[config.mk]
export PLATFORM = sky130hd
export DESIGN_NAME = imem_boot_loader
export DESIGN_NICKNAME = d
export VERILOG_FILES = /design/src/rtl/imem_boot_loader_pkg.sv /design/src/rtl/imem_word_assembler.sv /design/src/rtl/imem_boot_loader.sv
export SDC_FILE = /design/constraint.sdc
export NUM_CORES = 1
export LEC_CHECK = 0
export BUFFER_PORTS_ARGS = -buffer_cell sky130_fd_sc_hd__buf_4
export CAP_MARGIN = 25
export CORE_MARGIN = 4
export CORE_UTILIZATION = 55
export DETAILED_ROUTE_END_ITERATION = 10
export PLACE_DENSITY = 0.79
export SLEW_MARGIN = 10
export SYNTH_ARGS = -nofsm -noshare
export SYNTH_HDL_FRONTEND = slang
export SYNTH_SLANG_ARGS = --single-unit
[constraint.sdc]
create_clock -name clk -period 7.5 [get_ports clk]
set_clock_uncertainty 0.2 [all_clocks]
set_input_delay 1.5 -clock clk [delete_from_list [all_inputs] [get_ports clk]]
set_output_delay 1.5 -clock clk [all_outputs]
set_load 0.01 [all_outputs]
[src/rtl/imem_boot_loader_pkg.sv]
// ============================================================================
// Module      : imem_boot_loader_pkg
// Description : Shared state encoding, length width and memory defaults
//               for the instruction-memory boot loader.
// Revision    : 1.0 - initial release
// ============================================================================
`default_nettype none

package imem_boot_loader_pkg;

    localparam int c_LEN_W     = 16;
    localparam int c_DEPTH_DEF = 1024;
    localparam int c_AW_DEF    = 10;

    typedef enum logic [2:0] {
        ST_LEN_LO = 3'd0,
        ST_LEN_HI = 3'd1,
        ST_DATA   = 3'd2,
        ST_WRITE  = 3'd3,
        ST_RUN    = 3'd4,
        ST_ERROR  = 3'd5
    } state_t;

    // States in which the loader is willing to take a byte.
    function automatic logic is_loading(input state_t s);
        return (s == ST_LEN_LO) || (s == ST_LEN_HI) || (s == ST_DATA);
    endfunction

endpackage

`default_nettype wire

[src/rtl/imem_word_assembler.sv]
// ============================================================================
// Module      : imem_word_assembler
// Description : Packs four little-endian bytes into a 32-bit word and flags
//               the byte that completes it.
// Revision    : 1.0 - initial release
// ============================================================================
`default_nettype none

module imem_word_assembler
    import imem_boot_loader_pkg::*;
(
    input  logic        clk,
    input  logic        rst,
    input  logic        i_clear,
    input  logic        i_byte_valid,
    input  logic [7:0]  i_byte,
    output logic [31:0] o_word,
    output logic        o_word_ready
);

    logic [1:0]  r_cnt;
    logic [23:0] r_lanes;

    always_ff @(posedge clk or posedge rst) begin
        if (rst) begin
            r_cnt   <= 2'd0;
            r_lanes <= 24'd0;
        end else if (i_clear) begin
            r_cnt   <= 2'd0;
            r_lanes <= 24'd0;
        end else if (i_byte_valid) begin
            r_cnt <= r_cnt + 2'd1;
            case (r_cnt)
                2'd0:    r_lanes[7:0]   <= i_byte;
                2'd1:    r_lanes[15:8]  <= i_byte;
                2'd2:    r_lanes[23:16] <= i_byte;
                default: ;
            endcase
        end
    end

    // The top lane is never stored: it is the byte arriving on the final beat.
    assign o_word       = {i_byte, r_lanes};
    assign o_word_ready = i_byte_valid && (r_cnt == 2'd3);

endmodule

`default_nettype wire

[src/rtl/imem_boot_loader.sv]
// ============================================================================
// Module      : imem_boot_loader
// Description : Loads a length-prefixed byte stream into instruction memory,
//               then hands the address bus to the fetch PC and releases the CPU.
// Revision    : 1.0 - initial release
// ============================================================================
`default_nettype none

module imem_boot_loader
    import imem_boot_loader_pkg::*;
#(
    parameter int DEPTH = c_DEPTH_DEF,
    parameter int AW    = c_AW_DEF
) (
    input  logic        clk,
    input  logic        rst,
    input  logic [7:0]  rx_data,
    input  logic        rx_valid,
    output logic        rx_ready,
    input  logic        reload,
    input  logic [31:0] pc,
    output logic [31:0] mem_addr,
    output logic [31:0] mem_din,
    output logic        mem_we,
    output logic        cpu_rst,
    output logic        load_done,
    output logic        load_err
);

    localparam logic [c_LEN_W-1:0] c_DEPTH_L = c_LEN_W'(DEPTH);

    state_t             r_state;
    state_t             w_state_nxt;
    logic [c_LEN_W-1:0] r_len;
    logic [AW:0]        r_word_cnt;
    logic               r_rx_ready;
    logic               r_mem_we;
    logic [31:0]        r_mem_din;
    logic               r_cpu_rst;
    logic               r_load_done;
    logic               r_load_err;

    logic               w_accept;
    logic               w_reload;
    logic [c_LEN_W-1:0] w_len_full;
    logic [c_LEN_W-1:0] w_cnt_inc;
    logic [31:0]        w_word;
    logic               w_word_ready;

    assign w_accept   = rx_valid && r_rx_ready;
    assign w_reload   = reload && ((r_state == ST_RUN) || (r_state == ST_ERROR));
    assign w_len_full = {rx_data, r_len[7:0]};
    // Counter is one bit wider than the address so a full-depth load never wraps.
    assign w_cnt_inc  = c_LEN_W'(r_word_cnt) + c_LEN_W'(1);

    imem_word_assembler u_asm (
        .clk          (clk),
        .rst          (rst),
        .i_clear      (w_reload),
        .i_byte_valid (w_accept && (r_state == ST_DATA)),
        .i_byte       (rx_data),
        .o_word       (w_word),
        .o_word_ready (w_word_ready)
    );

    always_comb begin
        w_state_nxt = r_state;
        case (r_state)
            ST_LEN_LO: if (w_accept) w_state_nxt = ST_LEN_HI;
            ST_LEN_HI: begin
                if (w_accept) begin
                    if (w_len_full == '0)
                        w_state_nxt = ST_RUN;
                    else if (w_len_full > c_DEPTH_L)
                        w_state_nxt = ST_ERROR;
                    else
                        w_state_nxt = ST_DATA;
                end
            end
            ST_DATA:   if (w_word_ready) w_state_nxt = ST_WRITE;
            ST_WRITE:  w_state_nxt = (w_cnt_inc == r_len) ? ST_RUN : ST_DATA;
            ST_RUN,
            ST_ERROR:  if (reload) w_state_nxt = ST_LEN_LO;
            default:   w_state_nxt = ST_LEN_LO;
        endcase
    end

    // Outputs are decoded from the next state so they change on the same edge
    // as the state itself.
    always_ff @(posedge clk or posedge rst) begin
        if (rst) begin
            r_state     <= ST_LEN_LO;
            r_len       <= '0;
            r_word_cnt  <= '0;
            r_rx_ready  <= 1'b0;
            r_mem_we    <= 1'b0;
            r_mem_din   <= 32'd0;
            r_cpu_rst   <= 1'b1;
            r_load_done <= 1'b0;
            r_load_err  <= 1'b0;
        end else begin
            r_state     <= w_state_nxt;
            r_rx_ready  <= is_loading(w_state_nxt);
            r_mem_we    <= (w_state_nxt == ST_WRITE);
            r_cpu_rst   <= (w_state_nxt != ST_RUN);
            r_load_done <= (w_state_nxt == ST_RUN);
            r_load_err  <= (w_state_nxt == ST_ERROR);

            if (w_accept && (r_state == ST_LEN_LO))
                r_len[7:0] <= rx_data;
            if (w_accept && (r_state == ST_LEN_HI))
                r_len[15:8] <= rx_data;
            if (w_word_ready)
                r_mem_din <= w_word;
            if (r_state == ST_WRITE)
                r_word_cnt <= r_word_cnt + 1'b1;

            if (w_reload) begin
                r_len      <= '0;
                r_word_cnt <= '0;
            end
        end
    end

    assign rx_ready  = r_rx_ready;
    assign mem_we    = r_mem_we;
    assign mem_din   = r_mem_din;
    assign cpu_rst   = r_cpu_rst;
    assign load_done = r_load_done;
    assign load_err  = r_load_err;
    assign mem_addr  = (r_state == ST_RUN) ? pc
                                           : {{(30-AW){1'b0}}, r_word_cnt[AW-1:0], 2'b00};

endmodule

`default_nettype wire

==> results.md <==
* Largest net degree at the start of global routing at 76
* Crit end category: output pin
* Critical Path Fanout Max at 26
* Final min period at 3.856 ns
* DP Area at 5585 um2
* Main synth FF type: dfrtp_1
* Hold Crit Class: flip-flop to flip-flop
* I/O pin cnt at 113
* Overall Global Routing Usage at 23.04%
* Leak Pwr at 2.793 nW
* Row count at 33
* Worst skew pair latency at 0.37 ns
* TritonCTS clock tree: done
* Post-Place Setup Slack at 3.661 ns
* Worst path arrival time at 2.16 ns
* Synth cell types at 58
* Final hold viol count at 0
* Post-route cell area at 5792 um2
* CP Launch Type: flip-flop
* Cell Chain, Critical Path: nand2_1 > nor2_2 > buf_8 > mux2_2 > buf_4
* Top cells by area, synth: dfrtp_1 (49%), mux2_1 (6.0%), nand2_1 (4.1%)
* Seq/Total Area, Yosys at 49.67%
* Critical Path RT at 5.80 ns
* Routed length per placed instance at 16.76 um
* Slew margin rel. at 38.22%
* Placer Congestion at 0.8194
* Mapped Avg Cell Area at 10.17 um2
* NetSw at 0.0004590 W
* Reg clk slew, reported paths at 0.09 ns
* Met2 Use GR at 38.18%
* Die area at 10070 um2
* Clk sink count at 93
* Sequential power share at 46.0%
* Postcts setup bufs at 0
* RSZ-0062 raised after global routing: false
* Remaining antenna violation count at 0
* Share of synthesized registers carrying an async set or reset at 100.0%
* Root Buffer: clkbuf_8
* Die Y at 100.3 um
* Seq. cell area at 2328 um2
* Max_cap viols at 0
* GR Util met3 at 4.309%
* Worst-margin pin slew at 0.9267 ns
* Final Core Density at 70.14%
* Initial drt markers at 283
* Vias in the first global route at 3680
* Core area at 8258 um2
* Post-Syn Area at 4688 um2
* Crit share post-route at 51.41%
* Routed WL at 11.25 mm
* Filler Cell Count at 639
* Global-route wire length before repair at 18.31 mm
* Hold buffer count at CTS at 0
* Outcome: finished clean
* Syn Nets at 510
* Multi-input logic area at 2205 um2
* Die X at 100.3 um
* Pwr/cell area at 229.4 nW/um2
* Synth area leader: dfrtp_1
* Antenna violations before repair at 0
* Worst setup margin at 3.644 ns
* Internal power at 0.0008694 W
* Synth Warn # at 0
* Peak supply drop at 0.1179 mV
* Port bufs at 112
* Synthesized instance count at 461
* Sw Ratio at 34.55%
* Post-cts sizing count at 0
* Synth cell count leaders: dfrtp_1 (92), nand2_1 (51), nor2_1 (35)
* Cts bufs inserted at 9
* Combinational share of power at 29.2%
* Starting Density at 56.77%
* WS Path Type: flip-flop to output pin
* GR peak layer: met2
* Via count at 3842
* Top-count cell post-synth: dfrtp_1
* Non-filler instance count after layout at 671
* DRC viols at 0
* Vias per cell at 5.726
* Gr ovfl total at 0
* # diodes at 0
* Global Route met1 Usage at 30.75%
* Final net count at 610
* Synth top area share at 49.11%
* Setup TNS at 0 ns
* Share of cells above drive strength 1 at 29.51%
* Critical path's slowest cell: dfrtp_1
* Dpl cells at 654
* Worst-case clock buffer depth at 2
* Slew Limit Fails at 0
* Peak Freq at 259.4 MHz
* Area grow syn2layout at 23.54%
* Final setup vio count at 0
* Pre-antenna DRT Iters at 4
* H-tree depth at 3
* Dpl hpwl at 7.860 mm
* Yosys reg bits at 93
* Critical Path Max Stage Delay at 0.58 ns
* Clock power share at 24.8%
* Number of flops mapped to enable cells by yosys at 0
==> critical path: cells and delay by family, from the launching register on <==
family / cells / cell delay, ns
buffers and inverters: 2 / 0.37
and+or+nand+nor: 2 / 0.48
muxes: 1 / 0.35
DFF: 1 / 0.58
==> power groups by stage <==
stage	Combinational [W]	Sequential, W	Clock (W)
after floorplan	0.000265	0.000596	0
after detailed placement	0.000383	0.000619	0
after global routing	0.000425	0.000617	0.000356
after CTS	0.000385	0.000609	0.000333
final	0.000388	0.000611	0.000330
after global placement	0.000369	0.000616	0
==> cells by family (layout without fill, tap and decap cells) <==
group	Yosys count	count (layout)	synth area share [%]
xor gates and xnor gates	17	17	3.176
DFF	93	93	49.67
AOI/OAI and AO/OA	71	71	9.368
and+or+nand+nor	178	178	19.40
muxes	57	57	13.21
adders and majority gates	6	6	1.548
buffers and inverters	39	144	3.629
==> per-stage QoR <==
stage | power, W | hold slack [ns]
floorplan | 0.0008608 | 0.2580
global placement | 0.0009850 | 0.2709
detailed placement | 0.001002 | 0.2759
CTS | 0.001328 | 0.2962
global route | 0.001399 | 0.3097
finish | 0.001328 | 0.2896
==> metal layers <==
| layer | part of all wire [%] | vias to the layer above |
|---|---|---|
| met2 | 51 | 105 |
| met5 | 0 | - |
| met1 | 42 | 1913 |
| met3 | 5.2 | 14 |
| li1 | - | 1810 |
| met4 | 1.6 | 0 |
==> area by class of cell <==
cell class / instances / area share [%]
Clock inverter: 6 / 0.9289
Clock buffer: 10 / 2.376
Inverter: 9 / 0.6049
Timing Repair Buffer: 119 / 15.55
Tap cell: 105 / 2.268
Multi-Input combinational cell: 329 / 38.06
Sequential cell: 93 / 40.20
==> flip-flops by register name, indices dropped and copies added, names as in the netlist, 2 cells and up <==
register	cells
u_asm.r_lanes	24
mem_din	32
r_state	3
r_len	16
r_word_cnt	11
u_asm.r_cnt	2
==> cell usage in the layout (no fill, tap or decap), types with 2 or more instances in the layout <==
master | netlist | layout
nor3_1 | 6 | 6
o22ai_1 | 2 | 2
clkbuf_8 | 0 | 10
a311o_1 | 3 | 3
mux2_2 | 14 | 14
nor4_2 | 1 | 2
nor2_1 | 35 | 34
ha_1 | 5 | 5
mux2i_1 | 18 | 18
xnor2_1 | 12 | 12
inv_1 | 6 | 5
mux2_1 | 25 | 25
inv_2 | 3 | 3
a31oi_1 | 5 | 5
and2_1 | 22 | 22
nand3_1 | 30 | 30
and3_1 | 5 | 5
xor2_1 | 5 | 5
buf_4 | 2 | 118
a21oi_1 | 31 | 31
o41ai_1 | 2 | 2
clkinv_4 | 0 | 2
nand2b_1 | 4 | 4
nor4_1 | 7 | 6
o21ai_0 | 13 | 13
a22oi_1 | 3 | 3
nand2_1 | 51 | 51
nand4_1 | 4 | 4
dfrtp_1 | 92 | 92
inv_6 | 0 | 2
==> path summary, 6_finish.rpt <==
kind | slack, ns | from | end | cells after the start
worst min register to register | 0.29 | u_asm.r_lanes[4] | mem_din[4] | 1
worst min-delay path | 0.29 | u_asm.r_lanes[4] | mem_din[4] | 1
max in group asynchronous | 5.01 | rst | r_len[9] | 3
worst max-delay path | 3.64 | r_state[2] | mem_addr[5] | 5
worst max register to register | 4.68 | r_word_cnt[2] | r_state[2] | 6
min in group asynchronous | 0.87 | rst | mem_din[26] | 2
No activity file was read; power rests on OpenSTA's default activity.
